**config.mk**
```make
export PLATFORM = sky130hd
export DESIGN_NAME = serial_add_sequencer_flat
export DESIGN_NICKNAME = d
export VERILOG_FILES = /design/src/rtl/serial_add_sequencer_if.sv /design/src/rtl/serial_add_sequencer.sv /design/src/flat_wrapper.sv
export SDC_FILE = /design/constraint.sdc
export NUM_CORES = 1
export LEC_CHECK = 0
export CAP_MARGIN = 20
export CORE_AREA = 2 2 73 75
export DETAILED_ROUTE_END_ITERATION = 10
export DIE_AREA = 0 0 75 77
export HOLD_SLACK_MARGIN = 0.05
export PLACE_DENSITY = 0.54
export SKIP_LAST_GASP = 1
export SLEW_MARGIN = 20
export SYNTH_ARGS = -nofsm -noshare
export SYNTH_HDL_FRONTEND = slang
export SYNTH_SLANG_ARGS = --single-unit
```
**constraint.sdc**
```tcl
create_clock -name clk -period 1.78 [get_ports clk]
set_input_delay 0.356 -clock clk [delete_from_list [all_inputs] [get_ports clk]]
set_output_delay 0.356 -clock clk [all_outputs]
set_load 0.01 [all_outputs]
```
**src/rtl/serial_add_sequencer_if.sv**
```systemverilog
// Operand/result bundle for the bit-serial adder: start handshake, operands,
// busy/done status and the registered result with N/Z/C/V flags.
interface serial_add_sequencer_if #(
  parameter int WIDTH = 8
);
  logic             start;
  logic [WIDTH-1:0] a_in;
  logic [WIDTH-1:0] b_in;
  logic             carry_in;
  logic             sub;
  logic             busy;
  logic             done;
  logic [WIDTH-1:0] result;
  logic             flag_n;
  logic             flag_z;
  logic             flag_c;
  logic             flag_v;

  modport master (
    output start, a_in, b_in, carry_in, sub,
    input  busy, done, result, flag_n, flag_z, flag_c, flag_v
  );

  modport slave (
    input  start, a_in, b_in, carry_in, sub,
    output busy, done, result, flag_n, flag_z, flag_c, flag_v
  );
endinterface

```
**src/rtl/serial_add_sequencer.sv**
```systemverilog
// Bit-serial adder: one full_adder cell produces a WIDTH-bit sum LSB first.
// Optional macro SERIAL_ADD_SUB_EN adds subtraction (A + ~B + 1) on sub=1.

module full_adder (
  input  logic a,
  input  logic b,
  input  logic cin,
  output logic sum,
  output logic cout
);
  assign sum  = a ^ b ^ cin;
  assign cout = (a & b) | (cin & (a ^ b));
endmodule

module serial_add_sequencer #(
  parameter  int WIDTH = 8,
  localparam int CNT_W = $clog2(WIDTH + 1)
) (
  input  logic                  clk,
  input  logic                  reset_n,
  serial_add_sequencer_if.slave bus
);
  typedef enum logic [1:0] {
    IDLE = 2'd0,
    RUN  = 2'd1,
    DONE = 2'd2
  } state_t;

  localparam logic [CNT_W-1:0] LAST_BIT = CNT_W'(WIDTH - 1);

  state_t           state_q, state_d;
  logic [WIDTH-1:0] a_sr_q, a_sr_d;
  logic [WIDTH-1:0] b_sr_q, b_sr_d;
  logic [WIDTH-1:0] res_sr_q, res_sr_d;
  logic             carry_q, carry_d;
  logic [CNT_W-1:0] cnt_q, cnt_d;
  logic [WIDTH-1:0] result_q, result_d;
  logic             flag_n_q, flag_n_d;
  logic             flag_z_q, flag_z_d;
  logic             flag_c_q, flag_c_d;
  logic             flag_v_q, flag_v_d;

  logic             fa_sum;
  logic             fa_cout;
  logic [WIDTH-1:0] res_full;
  logic [WIDTH-1:0] b_load;
  logic             carry_load;

  full_adder u_fa (
    .a    (a_sr_q[0]),
    .b    (b_sr_q[0]),
    .cin  (carry_q),
    .sum  (fa_sum),
    .cout (fa_cout)
  );

  // Operand B and initial carry as loaded on an accepted start.
`ifdef SERIAL_ADD_SUB_EN
  assign b_load     = bus.sub ? ~bus.b_in : bus.b_in;
  assign carry_load = bus.sub ? 1'b1      : bus.carry_in;
`else
  logic unused_sub;
  assign unused_sub = bus.sub;
  assign b_load     = bus.b_in;
  assign carry_load = bus.carry_in;
`endif

  assign res_full = {fa_sum, res_sr_q[WIDTH-1:1]};

  always_comb begin
    state_d  = state_q;
    a_sr_d   = a_sr_q;
    b_sr_d   = b_sr_q;
    res_sr_d = res_sr_q;
    carry_d  = carry_q;
    cnt_d    = cnt_q;
    result_d = result_q;
    flag_n_d = flag_n_q;
    flag_z_d = flag_z_q;
    flag_c_d = flag_c_q;
    flag_v_d = flag_v_q;

    unique case (state_q)
      IDLE, DONE: begin
        if (bus.start) begin
          a_sr_d   = bus.a_in;
          b_sr_d   = b_load;
          res_sr_d = '0;
          carry_d  = carry_load;
          cnt_d    = '0;
          state_d  = RUN;
        end else begin
          state_d  = IDLE;
        end
      end
      RUN: begin
        a_sr_d   = a_sr_q >> 1;
        b_sr_d   = b_sr_q >> 1;
        res_sr_d = res_full;
        carry_d  = fa_cout;
        cnt_d    = cnt_q + 1'b1;
        // On the MSB, carry_q is the carry into the MSB, which V needs.
        if (cnt_q == LAST_BIT) begin
          state_d  = DONE;
          result_d = res_full;
          flag_n_d = fa_sum;
          flag_z_d = ~|res_full;
          flag_c_d = fa_cout;
          flag_v_d = carry_q ^ fa_cout;
        end
      end
      default: state_d = IDLE;
    endcase
  end

  always_ff @(posedge clk or negedge reset_n) begin
    if (!reset_n) begin
      state_q  <= IDLE;
      a_sr_q   <= '0;
      b_sr_q   <= '0;
      res_sr_q <= '0;
      carry_q  <= 1'b0;
      cnt_q    <= '0;
      result_q <= '0;
      flag_n_q <= 1'b0;
      flag_z_q <= 1'b0;
      flag_c_q <= 1'b0;
      flag_v_q <= 1'b0;
    end else begin
      state_q  <= state_d;
      a_sr_q   <= a_sr_d;
      b_sr_q   <= b_sr_d;
      res_sr_q <= res_sr_d;
      carry_q  <= carry_d;
      cnt_q    <= cnt_d;
      result_q <= result_d;
      flag_n_q <= flag_n_d;
      flag_z_q <= flag_z_d;
      flag_c_q <= flag_c_d;
      flag_v_q <= flag_v_d;
    end
  end

  assign bus.busy   = (state_q == RUN);
  assign bus.done   = (state_q == DONE);
  assign bus.result = result_q;
  assign bus.flag_n = flag_n_q;
  assign bus.flag_z = flag_z_q;
  assign bus.flag_c = flag_c_q;
  assign bus.flag_v = flag_v_q;
endmodule

```
**src/flat_wrapper.sv**
```systemverilog
// flat-port wrapper written by rule: the top's interface ports become plain ports
module serial_add_sequencer_flat 
#(
  parameter  int WIDTH = 8,
  localparam int CNT_W = $clog2(WIDTH + 1)
)
  (clk, reset_n, bus_start, bus_a_in, bus_b_in, bus_carry_in, bus_sub, bus_busy, bus_done, bus_result, bus_flag_n, bus_flag_z, bus_flag_c, bus_flag_v);
  serial_add_sequencer_if #(.WIDTH(WIDTH)) bus_i ();
  input  logic clk;
  input  logic reset_n;
  input wire logic [$bits(bus_i.start)-1:0] bus_start;
  input wire logic [$bits(bus_i.a_in)-1:0] bus_a_in;
  input wire logic [$bits(bus_i.b_in)-1:0] bus_b_in;
  input wire logic [$bits(bus_i.carry_in)-1:0] bus_carry_in;
  input wire logic [$bits(bus_i.sub)-1:0] bus_sub;
  output wire logic [$bits(bus_i.busy)-1:0] bus_busy;
  output wire logic [$bits(bus_i.done)-1:0] bus_done;
  output wire logic [$bits(bus_i.result)-1:0] bus_result;
  output wire logic [$bits(bus_i.flag_n)-1:0] bus_flag_n;
  output wire logic [$bits(bus_i.flag_z)-1:0] bus_flag_z;
  output wire logic [$bits(bus_i.flag_c)-1:0] bus_flag_c;
  output wire logic [$bits(bus_i.flag_v)-1:0] bus_flag_v;
  assign bus_i.start = bus_start;
  assign bus_i.a_in = bus_a_in;
  assign bus_i.b_in = bus_b_in;
  assign bus_i.carry_in = bus_carry_in;
  assign bus_i.sub = bus_sub;
  assign bus_busy = bus_i.busy;
  assign bus_done = bus_i.done;
  assign bus_result = bus_i.result;
  assign bus_flag_n = bus_i.flag_n;
  assign bus_flag_z = bus_i.flag_z;
  assign bus_flag_c = bus_i.flag_c;
  assign bus_flag_v = bus_i.flag_v;
  serial_add_sequencer #(.WIDTH(WIDTH)) u_core (.clk(clk), .reset_n(reset_n), .bus(bus_i));
endmodule
```
# After elaboration in Yosys (flattened, before gate mapping)
# Index checks and enable logic that the tools add are counted.
[op_classes] bitwise_logic=6 addsub=1 eq_ne=5 mux=13 n_reduce_logical=7
[op_table] op="one-hot mux 8 bit (2 select lines)" n=3
[op_table] op="2-to-1 mux 8 bit" n=3
[op_table] op="one-hot mux 4 bit (2 select lines)" n=1
[op_table] op="OR reduction 8 bit" n=1
[op_table] op="adder 4 x 1 -> 4 bit (second input constant)" n=1
[op_table] op="equality test 4 x 3 -> 1 bit (second input constant)" n=1
[op_table] op="2-to-1 mux 4 bit" n=1
[op_table] op="one-hot mux 2 bit (2 select lines)" n=1
[op_table] op="AND reduction 2 bit" n=2
[op_table] op="bitwise XOR 1 bit" n=3
[op_table] op="AND 1 bit" n=2
[op_table] op="equality test 2 x 1 -> 1 bit (second input constant)" n=1
[op_table] op="equality test 2 bit (second input constant)" n=1
[op_table] op="logical NOT 2 bit" n=1
[op_table] op="2-to-1 mux 1 bit" n=2
[op_table] op="2-to-1 mux 2 bit" n=1
[op_table] op="inequality test 2 x 1 -> 1 bit (second input constant)" n=1
[op_table] op="inequality test 2 bit (second input constant)" n=1
[op_table] op="one-hot mux 1 bit (2 select lines)" n=1
[op_table] op="nonzero test 2 bit" n=1
[op_table] op="OR reduction 2 bit" n=1
[op_table] op="logical NOT 1 bit" n=1
[op_table] op="bitwise OR 1 bit" n=1
[totals] ff_bits=43 in_bits=21 word_cells=43

# Longest topological paths before layout
# Gate-level depths: netlist (run 1).
[logic_depth] ltp_word=4 depth_mapped=5

# Modules after synthesis
# Synthesis (run 1) repeated with hierarchy kept, for this count alone.
[unflattened] cells_unflattened=125 area_unflattened_um2=1704.1
[modules_own_cells] module="serial_add_sequencer" area_per_inst_um2=1684.1 seq_area_each_um2=1026.0 n_inst=1 cells_each=124
[modules_own_cells] module="full_adder" area_per_inst_um2=20.0 seq_area_each_um2=0.0 n_inst=1 cells_each=1

# Least setup slack after synthesis (run 1)
# No wires, ideal clock.
[synth_path] path_type="reg-to-reg" start="register u_core.cnt_q[0]" end="register u_core.flag_c_q, in the netlist u_core.bus.flag_c" path_stages_with_launch=6 required_time_ps=1655 slack_ps=281 synth_period_minus_slack_ps=1499 t_arrival_ps=1374 cell_sequence="dfrtp_1 ha_1 nand2_1 nor3b_2 buf_4 mux2_2"
[synth_between] elab_chain_cells=2
[synth_lines] element="start: declaration" line_no="serial_add_sequencer.sv:36" rtl="logic [CNT_W-1:0] cnt_q, cnt_d;"
[synth_lines] element="start signal: assignment" line_no="serial_add_sequencer.sv:135" rtl="cnt_q <= cnt_d;"
[synth_lines] element="equality test 4 x 3 -> 1 bit" line_no="serial_add_sequencer.sv:103" rtl="if (cnt_q == LAST_BIT) begin"
[synth_lines] element="AND reduction 2 bit (no source line)"
[synth_lines] element="end signal: assignment" line_no="serial_add_sequencer.sv:139" rtl="flag_c_q <= flag_c_d;"
[synth_lines] element="end: declaration" line_no="serial_add_sequencer.sv:40" rtl="logic flag_c_q, flag_c_d;"
# Every way passes these cells.
# A chain may end at the register's enable or synchronous reset.

# Final worst setup path (run 1)
[layout_path] start="register u_core.state_q[0]" end="output bus_busy"
[layout_between] elab_chain_cells=1
[layout_lines] element="start: declaration" line_no="serial_add_sequencer.sv:31" rtl="state_t state_q, state_d;"
[layout_lines] element="start signal: assignment" line_no="serial_add_sequencer.sv:130" rtl="state_q <= state_d;"
[layout_lines] element="equality test 2 x 1 -> 1 bit" line_no="serial_add_sequencer.sv:144" rtl="assign bus.busy = (state_q == RUN);"
[layout_lines] element="end: declaration" line_no="flat_wrapper.sv:16" rtl="output wire logic [$bits(bus_i.busy)-1:0] bus_busy;"
# Every way passes these cells.

==> flow_metrics.env, run 1 <==
export IMPL_synth_edf_count=0
export IMPL_insertion_delay_ns=0.29
export IMPL_synthTopCellsByArea="dfrtp_1 (60%), a22o_1 (13%), a21o_1 (6.6%), mux2_2 (6.6%), buf_2 (2.1%)"
export IMPL_area_delta_synth_final_pct=32.2
export IMPL_fmax_mhz=643
export IMPL_status="finished clean"
export IMPL_synth_top_cell_by_area="dfrtp_1"
export IMPL_fin_crit_sh=0.874
export IMPL_root_buffer="clkbuf_8"
export IMPL_slew_limit_headroom=0.683
export IMPL_first_global_vias=1217
export IMPL_gr_usage_met1=0.163
export IMPL_portBuffers=33
export IMPL_crit_fanout=4
export IMPL_seq_area_frac_synth=0.602
export IMPL_cts_sinks=41
export IMPL_ir_drop_mv=0.647
export IMPL_ys_warn_count=0
export IMPL_yosys_most_used_dff="dfrtp_1"
export IMPL_wl_per_cell_um=13.4
export IMPL_rows=26
export IMPL_crit_path_start_kind="flop"
export IMPL_grt_max_degree=23
export IMPL_syn_avg_cell_area_um2=13.6
export IMPL_cp_top_family="flip-flops"
export IMPL_synth_async_sr_flop_share=1.00
export IMPL_path_clk_slew_ns=0.08
export IMPL_path_cells="and2b_1, dlygate4sd2_1"
export IMPL_start_util=0.342
export IMPL_ys_ff_latch=41
export IMPL_yosysMostFrequentCell="dfrtp_1"
export IMPL_crit_arrival_ns=1.20
export IMPL_grt_pass1_wl_mm=5.61
export IMPL_cap_violations=0
export IMPL_place_gp_congestion=0.691
export IMPL_worstPathRequired_ns=1.42
export IMPL_syn_area_um2=1700
export IMPL_grt_usage=0.125
export IMPL_met2_usage=0.195
export IMPL_tightest_slew_ns=0.476
export IMPL_clk_path_buf_depth=2
export IMPL_rsz0062_at_grt="no"
export IMPL_post_dp_cell_area_um2=2140
export IMPL_finClkSkew_ns=0.00428
export IMPL_powerDensity_nw_per_um2=1730
export IMPL_cts_buffers=5
export IMPL_design_area_um2=2250
export IMPL_drv_slew=0
export IMPL_critPathKind="reg -> out"
export IMPL_drive_above_1_share=0.169
export IMPL_fin_crit_ns=1.56
export IMPL_wirelength_mm=3.16
export IMPL_first_pass_iters=3
export IMPL_synth_top_area_share=0.602
export IMPL_drt_iter0_drc=52
export IMPL_viasPerCell=4.81
export IMPL_grt_met3_usage=0.0434
export IMPL_detail_route_antenna_nets=0
export IMPL_fin_nets=188
export IMPL_min_path_type="reg -> reg"
export IMPL_setup_tns_ns=0
export IMPL_hold_viol=0
export IMPL_total_leakage_power_nw=1.11
export IMPL_place_hpwl_mm=2.31
export IMPL_synthTopCellsByCount="dfrtp_1 (41), a22o_1 (26), a21o_1 (15)"
export IMPL_cp_end_kind="output port"
export IMPL_fp_dieW_um=75
export IMPL_top_usage_layer="met2"
export IMPL_remaining_drc_errors=0
export IMPL_crit_buf_inv=1
export IMPL_setup_violations_final=0
export IMPL_synth_net_count=148
export IMPL_coreArea_um2=4980
export IMPL_vias=1134
export IMPL_antenna_found_initial=0
export IMPL_overflow=0
export IMPL_synth_cell_types=21
export IMPL_die_area_um2=5780
export IMPL_ios=35
export IMPL_antenna_cells=0
export IMPL_crit_path_max_incr_delay_ns=0.41
export IMPL_dieHeight_um=77
export IMPL_netlist_instances=125
export IMPL_critPathSlowestCell="dfrtp_1"
export IMPL_cts_tree="built"
export IMPL_htreeDepth=2
==> routing by layer <==
layer | share of wire | vias up
li1 | - | 539
met2 | 0.47 | 33
met3 | 0.059 | 2
met4 | 0.0082 | 0
met1 | 0.46 | 560
met5 | 0 | -
==> final timing paths <==
kind | start | to | slack (ns) | depth (start not counted)
max | u_core.state_q[0] | bus_busy | 0.22 | 2
min | u_core.a_sr_q[1] | u_core.a_sr_q[1] | 0.48 | 1
max reg2reg | u_core.cnt_q[0] | u_core.bus.result[4] | 0.25 | 5
min reg2reg | u_core.a_sr_q[1] | u_core.a_sr_q[1] | 0.48 | 1
max in group asynchronous | reset_n | u_core.a_sr_q[2] | 0.76 | 3
min in group asynchronous | reset_n | u_core.res_sr_q[1] | 0.55 | 2
==> power breakdown <==
part           internal [mW]  switching (mW)  total, mW
combinational          0.940           0.668       1.61
clock                  0.350           0.311      0.661
sequential              1.34           0.278       1.62
==> layout by cell type (no fill, tap or decap), drive strengths merged <==
cell	count
nand2	4
clkdlybuf4s50	30
nor2b	3
fa	1
nor2	2
a22o	26
clkbuf	7
nor3b	1
xor2	1
mux2i	3
dlygate4sd2	1
nor4	2
o21ai	1
xnor2	1
ha	1
nand4	1
dlymetal6s2s	1
and2b	1
buf	9
a21o	15
dfrtp	41
nand2b	1
clkinv	1
dlygate4sd3	1
inv	1
mux2	10
==> flip-flops by register name (all words and copies together), names as in the netlist <==
name               count
u_core.a_sr_q          8
u_core.b_sr_q          8
u_core.bus.result      8
u_core.res_sr_q        7
u_core.cnt_q           4
u_core.state_q         2
u_core.bus.flag_c      1
u_core.bus.flag_v      1
u_core.bus.flag_z      1
u_core.carry_q         1
==> metrics by stage <==
stage / util / hold slack [ns] / setup slack, ns / total power [mW] / std cells
final: 0.452 / 0.484 / 0.225 / 3.89 / 236
after detailed placement: 0.430 / 0.347 / 0.0695 / 3.29 / 227
after global placement: 0.430 / 0.335 / 0.100 / 3.22 / 227
after CTS: 0.452 / 0.488 / 0.0359 / 3.96 / 236
after floorplan: - / 0.0604 / 0.281 / 2.68 / 125
after global routing: 0.452 / 0.505 / 0.154 / 4.20 / 236
==> cell type report <==
class                   count  area (um^2)
multi-input cells          74          624
well taps                  70         87.6
fillers                   463         2730
repair buffers             42          409
clock inverters             1         5.00
flip-flops and latches     41         1030
clock buffers               7         96.3
inverters                   1         3.75
==> timing repair <==
item / 4_1_cts / 5_1_grt
pin swaps: 0 / 0
setup endpoints to repair: 1 / 1
gates cloned: 0 / 0
buffers inserted: 0 / 0
gates resized for setup: 1 / 1
endpoints found under the hold margin: 19 / 0
hold buffers: 1 / 0
==> kinds of logic (layout without fill, tap and decap cells) <==
kind of cell               after synthesis  in the layout  share of synthesized area
AOI/OAI and AO/OA                       42             42                      0.203
DFF                                     41             41                      0.602
and+or+nand+nor                         15             15                     0.0507
muxes                                   13             13                     0.0837
buffers and inverters                   10             51                     0.0316
adders and majority gates                2              2                     0.0191
xor gates and xnor gates                 2              2                     0.0103
Note: power is estimated with default switching activity, not from simulation.
==> run 2: changes to the inputs <==
Settings changed: MAX_ROUTING_LAYER set to met4.
==> flow_metrics.env, run 2 (synthesized netlist as in run 1, its figures left out) <==
export IMPL_post_dp_cell_area_um2=2140
export IMPL_wl_per_cell_um=13.4
export IMPL_vias=1133
export IMPL_setup_violations_final=0
export IMPL_cap_violations=0
export IMPL_critPathKind="reg -> out"
export IMPL_cp_end_kind="output port"
export IMPL_dieHeight_um=77
export IMPL_place_hpwl_mm=2.31
export IMPL_powerDensity_nw_per_um2=1730
export IMPL_fin_nets=188
export IMPL_finClkSkew_ns=0.00429
export IMPL_crit_fanout=4
export IMPL_antenna_cells=0
export IMPL_cts_sinks=41
export IMPL_grt_usage=0.128
export IMPL_setup_slack_ns=0.225
export IMPL_tightest_slew_ns=0.476
export IMPL_rsz0062_at_grt="no"
export IMPL_final_common_cell="dfrtp_1"
export IMPL_cts_tree="built"
export IMPL_overflow=0
export IMPL_hold_viol=0
export IMPL_final_cell_mix="dfrtp_1 (41), clkdlybuf4s50_1 (30), a22o_1 (26)"
export IMPL_root_buffer="clkbuf_8"
export IMPL_remaining_drc_errors=0
export IMPL_wl_met3_um=167
export IMPL_first_global_vias=1217
export IMPL_fin_crit_sh=0.874
export IMPL_place_ws_ns=0.0695
export IMPL_top_layer="met4"
export IMPL_slew_limit_headroom=0.683
export IMPL_area_delta_synth_final_pct=32.2
export IMPL_power_mw=3.89
export IMPL_wirelength_mm=3.17
export IMPL_first_pass_iters=3
export IMPL_fp_dieW_um=75
export IMPL_drv_slew=0
export IMPL_ios=35
export IMPL_viasPerCell=4.80
export IMPL_design_area_um2=2250
export IMPL_cts_buffers=5
export IMPL_drive_above_1_share=0.169
export IMPL_rrSetupSlack_ns=0.25
export IMPL_start_util=0.342
export IMPL_dr_wl_met2_mm=1.49
export IMPL_grt_max_degree=23
export IMPL_min_path_type="reg -> reg"
export IMPL_crit_arrival_ns=1.20
export IMPL_status="finished clean"
export IMPL_die_area_um2=5780
export IMPL_setup_tns_ns=0
export IMPL_insertion_delay_ns=0.29
export IMPL_worstPathRequired_ns=1.42
export IMPL_drt_iter0_drc=52
export IMPL_place_gp_congestion=0.699
export IMPL_total_leakage_power_nw=1.11
export IMPL_crit_path_start_kind="flop"
export IMPL_ir_drop_mv=0.646
export IMPL_coreArea_um2=4980
export IMPL_cts_setup_buffers=0
export IMPL_path_clk_slew_ns=0.08
export IMPL_grt_pass1_wl_mm=5.61
export IMPL_htreeDepth=2
export IMPL_wl_met1_mm=1.48
export IMPL_clk_path_buf_depth=2
export IMPL_detail_route_antenna_nets=0
export IMPL_rows=26
export IMPL_fin_crit_ns=1.56
export IMPL_antenna_found_initial=0
export IMPL_fmax_mhz=643
export IMPL_portBuffers=33
run 2: cell counts in the layout (fill, tap and decap cells not counted):
No cell type changed its count.
run 2: per-stage QoR:
stage	hold WS (ns)	utilization	cells
floorplan	0.0604	-	125
global placement	0.335	0.430	227
detailed placement	0.347	0.430	227
CTS	0.488	0.452	236
global route	0.505	0.452	236
finish	0.484	0.452	236
run 2: what timing repair did:
item / 4_1_cts / 5_1_grt
endpoints found under the hold margin: 19 / 0
hold buffers: 1 / 0
setup endpoints to repair: 1 / 1
resized for setup: 1 / 1
run 2: area by class of cell:
cell class | count | area, um^2
fillers | 463 | 2730
flip-flops and latches | 41 | 1030
multi-input cells | 74 | 624
repair buffers | 42 | 409
clock buffers | 7 | 96.3
well taps | 70 | 87.6
clock inverters | 1 | 5.00
inverters | 1 | 3.75
run 2: worst paths after layout:
path,to,cells past startpoint,startpoint
worst max-delay path,bus_busy,2,u_core.state_q[0]
worst min-delay path,u_core.b_sr_q[3],1,u_core.b_sr_q[3]
min in group asynchronous,u_core.res_sr_q[1],2,reset_n
worst min register to register,u_core.b_sr_q[3],1,u_core.b_sr_q[3]
worst max register to register,u_core.bus.result[4],5,u_core.cnt_q[0]
max in group asynchronous,u_core.a_sr_q[2],3,reset_n
run 2: worst max-delay path, cell delays in order, from the launching register on:
cell and delay [ns]:
dfrtp_1 0.41, and2b_1 0.21, dlygate4sd2_1 0.29
run 2: power by group:
part | leakage, nW | internal (mW) | switching, mW
clock network | 0.0542 | 0.350 | 0.310
registers | 0.524 | 1.34 | 0.278
logic | 0.533 | 0.940 | 0.668
total | 1.11 | 2.63 | 1.26
run 2: layer usage:
layer | vias to the layer above | track usage
met4 | 0 | 0.0321
li1 | 539 | -
met2 | 33 | 0.195
met3 | 2 | 0.0394
met1 | 559 | 0.166
met5 | - | -
==> run 3: changes to the inputs <==
Settings changed: CTS_CLUSTER_SIZE set to 40.
==> results of run 3 <==
Same layout as run 2: the final DEF is identical, and so are final timing and power.
